### config.mk
export PLATFORM = sky130hd
export DESIGN_NAME = fetch_unit
export DESIGN_NICKNAME = d
export VERILOG_FILES = /design/src/rtl/fetch_unit.sv
export SDC_FILE = /design/constraint.sdc
export NUM_CORES = 1
export LEC_CHECK = 0
export BUFFER_PORTS_ARGS = -buffer_cell sky130_fd_sc_hd__buf_2
export CAP_MARGIN = 0
export CORE_MARGIN = 8
export CORE_UTILIZATION = 30
export DETAILED_ROUTE_END_ITERATION = 10
export SYNTH_ARGS = -nofsm -noshare
export SYNTH_HDL_FRONTEND = slang
export SYNTH_SLANG_ARGS = --single-unit
### constraint.sdc
create_clock -name CLK -period 4.2 [get_ports CLK]
set_clock_uncertainty 0.2 [all_clocks]
set_input_delay 0 -clock CLK [delete_from_list [all_inputs] [get_ports CLK]]
set_output_delay 0 -clock CLK [all_outputs]
set_load 0.005 [all_outputs]
### src/rtl/fetch_unit.sv
// fetch_unit: PC and instruction register stage with next-PC selection and halt freeze.
// Optional retired-update counter enabled by FETCH_RETIRE_CNT_EN.
module fetch_unit #(
    parameter logic [31:0] RESET_PC = 32'h0000_0000,
    parameter logic [5:0]  HALT_OP  = 6'b111111
) (
    input  logic        CLK,
    input  logic        Rst,
    input  logic        PCWre,
    input  logic [1:0]  PCSrc,
    input  logic        IRWre,
    input  logic [31:0] imem_rdata,
    input  logic [31:0] rs_data,
    input  logic [31:0] imm_ext,
    output logic [31:0] pc,
    output logic [31:0] pc_plus4,
    output logic [31:0] instruction,
    output logic        halted,
    output logic        pc_misalign,
    output logic [31:0] retired_cnt
);
    typedef enum logic {RUN, HALT} state_t;
    state_t      state_q, state_d;
    logic [31:0] pc_q, pc_d, ir_q, ir_d, next_pc;
    logic        mis_q, mis_d, run, accept, halt_op;
    assign run      = state_q == RUN;
    assign accept   = run && PCWre;
    assign halt_op  = ir_q[31:26] == HALT_OP;
    assign pc_plus4 = pc_q + 32'd4;
    always_comb begin
        next_pc = PCSrc == 2'd0 ? pc_plus4 :
                  PCSrc == 2'd1 ? pc_plus4 + {imm_ext[29:0], 2'b00} :
                  PCSrc == 2'd2 ? {rs_data[31:2], 2'b00} :
                                  {pc_plus4[31:28], ir_q[25:0], 2'b00};
        // a halt opcode discards whatever target was selected and freezes the PC
        state_d = (accept && halt_op) ? HALT : state_q;
        pc_d    = (accept && !halt_op) ? next_pc : pc_q;
        ir_d    = (run && IRWre) ? imem_rdata : ir_q;
        mis_d   = mis_q || (accept && PCSrc == 2'd2 && rs_data[1:0] != 2'b00);
    end
    always_ff @(posedge CLK) begin
        if (Rst) begin
            state_q <= RUN;
            pc_q    <= RESET_PC;
            ir_q    <= 32'h0;
            mis_q   <= 1'b0;
        end else begin
            state_q <= state_d;
            pc_q    <= pc_d;
            ir_q    <= ir_d;
            mis_q   <= mis_d;
        end
    end
    assign pc          = pc_q;
    assign instruction = ir_q;
    assign halted      = state_q == HALT;
    assign pc_misalign = mis_q;
`ifdef FETCH_RETIRE_CNT_EN
    logic [31:0] cnt_q, cnt_d;
    always_comb cnt_d = accept ? cnt_q + 32'd1 : cnt_q;
    always_ff @(posedge CLK) begin
        if (Rst) cnt_q <= 32'h0;
        else     cnt_q <= cnt_d;
    end
    assign retired_cnt = cnt_q;
`else
    assign retired_cnt = 32'h0;
`endif
endmodule

=== Yosys cells after proc, flatten, opt, wreduce, memory -nomap -nowiden ===
Cells that the tools add are included.

* Register bits after elaboration: 66
* Bits in latches: 0
* Memory bits (writable): 0
* Memory bits (read-only): 0
* Output and inout port bits: 130
* Logic and storage cells: 23
* Memories kept: 0

* $add $sub $neg: 2
* $mul: 0
* Div/mod/pow operators: 0
* Magnitude comparators: 0
* Equal/unequal tests: 3
* Shifts and indexed selects: 0
* Muxes and demuxes: 3
* Bitwise gates (word level): 1
* Reduce and logical (&&, ||, !) cells: 10

{| class="wikitable"
|+ Operators by type and width
! cell !! number
|-
| $mux 32 || 3
|-
| $add 32x3->32 const B || 1
|-
| $add 32x32->32 || 1
|-
| $eq 6x6->1 const B || 1
|-
| $logic_and 1x1->1 || 6
|-
| $eq 2x1->1 const B || 1
|-
| $eq 2x2->1 const B || 1
|-
| $logic_not 2->1 || 1
|-
| $reduce_bool 2->1 || 1
|-
| $logic_not 1->1 || 1
|-
| $logic_or 1x1->1 || 1
|-
| $not 1->1 || 1
|}

=== Longest topological paths before layout ===
* Word-level depth: 5
* Depth in mapped cells: 17
* Gate-level depth less buffers: 17

=== Worst setup path after synthesis ===
No wires, ideal clock.

* Kind: reg2reg
* From: register pc_q[4], in the netlist pc[4]
* To: register pc_q[31], in the netlist pc[31]
* Setup time: 123 ps
* Arrival time: 3,506 ps
* Required time: 3,877 ps
* Path slack: 371 ps
* Stages on the path, launching flop included: 18
* Path through: dfxtp_1 -> and4_1 -> and3_4 -> and3_2 -> nand2_2 -> nor2_1 -> nand4_1 -> xnor2_1 -> ha_1 -> or3_1 -> a311o_1 -> o21ai_0 -> o221a_2 -> o41ai_2 -> a211o_1 -> xor2_1 -> mux2i_1 -> a21oi_1

* Longest elaborated chain between the ends: 4
* Elaborated cells on any way between the ends: 5
* Those cells by class: 2 x add/sub; 3 x mux

{| class="wikitable"
|+ Ends and longest elaborated chain
! what !! RTL line !! text
|-
| start: declaration || 24 || <nowiki>logic [31:0] pc_q, pc_d, ir_q, ir_d, next_pc;</nowiki>
|-
| start signal: assignment || 49 || <nowiki>pc_q <= pc_d;</nowiki>
|-
| $add 32x3->32 || 29 || <nowiki>assign pc_plus4 = pc_q + 32'd4;</nowiki>
|-
| net pc_plus4[21] || 16 || <nowiki>output logic [31:0] pc_plus4,</nowiki>
|-
| $add 32x32->32 || 32 || <nowiki>PCSrc == 2'd1 ? pc_plus4 + {imm_ext[29:0], 2'b00} :</nowiki>
|-
| $mux 32 || 32 ||
|-
| $mux 32 || 31 || <nowiki>next_pc = PCSrc == 2'd0 ? pc_plus4 :</nowiki>
|}

The timed path passes the listed nets, and every way through them passes these cells.
A chain may end at the register's enable or synchronous reset.

=== Final worst setup path ===
* From: register pc_q[7], in the netlist pc[7]
* To: register pc_q[31], in the netlist pc[31]

* Longest elaborated chain between the ends: 4
* Elaborated cells on any way between the ends: 5
* Those cells by class: 2 x add/sub; 3 x mux

{| class="wikitable"
|+ Ends and longest elaborated chain
! what !! RTL line
|-
| $add 32x3->32 * || 29
|-
| $add 32x32->32 / $mux 32 (equally long branches) || 32, 33
|-
| $mux 32 || 32
|-
| $mux 32 * || 31
|}

Mark *: on every way between the ends. The rest lies on a longest branch, timed or not.

==> qor.yml <==
status:
  outcome: "complete, no violations"
routing:
  met1_length_um: 10200
  wirelength_um: 22500
  vias_per_cell: 5.07
  post_drt_wl_per_cell_um: 18.3
  ant_nets: 0
  met2_length_um: 10200
  drtIter0Drc: 290
  routed.top_layer: "met4"
  drc: 0
  dr.pass1.iters: 4
  routed-via-count: 6236
  wl_met3_um: 1680
worst_hold_path:
  hold_path.class: "input port to flop"
  hold_start: "rs_data[22]"
synthesis:
  avgSynthCellArea_sq_um: 7.91
  yosysWarnings: 0
  synthTopCellsByArea: "dfxtp_1, nand2_1, a21oi_1"
  synth_enable_flop_cells: 0
  seq_area_frac_synth: 0.224
  synth_top_cell_area_share: 0.224
  synth_area_sq_mm: 0.00572
  syn_inst: 723
  synth_cell_types: 72
  ys_seq_elements: 64
  synth_top_area_cell: "dfxtp_1"
  synthArstFlopShare: 0
  synth_ff_type: "dfxtp_1"
floorplanning:
  pin_count: 232
  dieHeight_um: 154
  coreArea_sq_mm: 0.0187
  rows: 50
  die_area_sq_mm: 0.0237
  initial_core_util: 0.306
  fp.dieW_um: 154
sta:
  min_period_ns: 3.99
  fin_tns_setup_ns: 0
  rsz0062_at_grt: "false"
  slew_headroom: 0.355
  fmax_mhz: 251
  worstMarginPinSlew_ns: 0.964
  drv_slew: 0
  hold_viol: 0
  finalSetupViolCount: 0
  period_share: 0.950
critical_path:
  critical_path_class: "flop to flop"
  r2r-start: "pc[7]$_SDFFE_PP0P_"
  required_ns: 4.19
  cp_max_fo: 6
  cp.arrival_ns: 3.98
  critPathLaunchType: "flop"
  endpoint_kind: "flop"
  timing.critical_path.from: "pc[7]$_SDFFE_PP0P_"
cells_and_area:
  diodes: 0
  final_net_count: 1129
  area_delta_synth_final_pct: 38.2
  drive_above_1_share: 0.307
  finish.utilization: 0.422
power_and_ir_drop:
  internal_power_mw: 1.42
  power_density_mw_per_mm2: 272
  swShare: 0.337
  comb_power_share: 0.359
  seq_power_share: 0.323
  leakage_nw: 3.85
  switchingPower_uw: 725
  clock_power_share: 0.318
  ir_worst_vdd_mv: 0.141
clock_network:
  clk_pin_slew_ns: 0.06
  cts_buffers: 9
  cts.sinks: 64
  cts_root_buffer: "clkbuf_16"
  clock_latency_ns: 0.32
  cts_buffer_depth: 2
  cts_tree: "done"
  cts_max_level: 3
grt:
  antenna_found_initial: 0
  overflow: 0
  first_global_vias: 6313
  grt_max_degree: 37
  grt_pass1_wl_um: 34800
  grt_usage: 0.183
placement:
  gp_congestion: 0.887
  io_buffers: 193
  dp_hpwl_um: 17600
flow_run:
  drv_cap: 0
==> synthesized netlist by cell type, types with 4 or more instances <==
cell type  number
clkbuf_8        4
inv_1          16
a21o_1         17
and2_1          4
nor3_1         15
mux4_2         15
and3_1          4
a21oi_1        90
o21a_1          7
nand2_1       124
dfxtp_1        64
nand3_1        16
xor2_1         15
nor2_1         38
buf_4          37
o221a_2         4
buf_1           9
o21ai_0        27
nand4_1        17
mux2i_1        14
a22o_1          4
xnor2_1        31
nor2b_1         6
nand2b_1        6
ha_1           36
a31oi_1         7
clkbuf_1       21
==> cells by family (layout without fill, tap and decap cells) <==
family          Yosys count  count (layout)  synth area share
flops                    64              64             0.224
buf+inv                  90             327            0.0932
compound gates          201             201             0.232
fa+ha+maj                37              37            0.0823
simple gates            252             252             0.205
other cells               1              36          0.000656
xor+xnor                 47              47            0.0753
mux                      31              31            0.0875
==> state kept, by name (all words and copies together), names as in the netlist <==
name and count:
instruction 32, halted 1, pc_misalign 1, pc 30
==> path summary, 6_finish.rpt <==
path,to,slack [ns],cells after the start
min reg2reg,instruction[19]$_SDFFE_PP0P_,0.27,2
min,pc[22]$_SDFFE_PP0P_,0.006,5
max reg2reg,pc[31]$_SDFFE_PP0P_,0.21,17
max,pc[31]$_SDFFE_PP0P_,0.21,17
==> metrics by stage <==
step	hold WS [ns]	std cells	setup WS, ns	area (sq um)	power [mW]
floorplan	-0.0640	758	0.371	5850	1.17
global placement	0.0410	1147	0.199	6910	1.41
detailed placement	0.0452	1147	0.139	6910	1.42
CTS	0.00434	1228	0.0987	7830	2.15
global route	0.0321	1229	0.0179	7900	2.27
finish	0.00599	1229	0.210	7900	2.15
==> cells in the final DEF (no fill, tap or decap), types with 4 or more instances in the layout <==
cell,Yosys,routed
a22o_1,4,4
mux4_2,15,15
and3_1,4,4
nand4_1,17,17
xor2_1,15,13
nand2_1,124,124
clkbuf_16,0,9
nor2_1,38,37
buf_2,1,193
conb_1,1,36
a31oi_1,7,7
o21a_1,7,7
nor3_1,15,14
buf_4,37,37
a21oi_1,90,90
o221a_2,4,4
nand2b_1,6,6
inv_1,16,16
ha_1,36,36
a21o_1,17,17
mux2i_1,14,14
o21ai_2,3,4
xnor2_1,31,30
dlygate4sd3_1,0,65
nand3_1,16,16
o21ai_0,27,26
nor2b_1,6,5
dfxtp_1,64,63
==> worst max-delay path: stages (launching register included) <==
cell     delay, ns
dfxtp_2       0.36
and4_4        0.24
and3_4        0.23
and3_4        0.23
nand2_4       0.09
nor2_4        0.11
nand4_1       0.13
xnor2_2       0.18
ha_1          0.21
or3_1         0.34
a311o_1       0.29
o21ai_2       0.08
o221a_2       0.24
o41ai_4       0.09
a211o_1       0.34
xor2_2        0.22
mux2i_1       0.20
a21oi_1       0.08
==> routing by layer <==
| layer | up-vias | track usage |
|---|---|---|
| li1 | 3069 | - |
| met1 | 2887 | 0.242 |
| met2 | 258 | 0.293 |
| met3 | 22 | 0.0412 |
| met4 | 0 | 0.0499 |
| met5 | - | 0 |
==> area by class of cell <==
cell class	instances	area (sq um)
repair buffers	295	1890
fillers	1950	10800
inverters	16	60.1
flip-flops and latches	64	1280
well taps	234	293
clock buffers	13	250
multi-input cells	604	4100
clock inverters	3	17.5
==> power by group through the flow <==
stage	Clock, mW	Sequential [mW]	Combinational (mW)
after floorplan	0	0.704	0.466
final	0.684	0.693	0.772
after detailed placement	0	0.704	0.711
after global routing	0.726	0.699	0.845
after global placement	0	0.704	0.707
after CTS	0.697	0.692	0.760
==> what timing repair did <==
action,in CTS,in global routing
hold buffers,65,0
endpoints found under the setup margin,0,8
gates resized for setup,0,14
setup buffers,0,1
endpoints found under the hold margin,51,0
(Power assumes the default switching activity.)
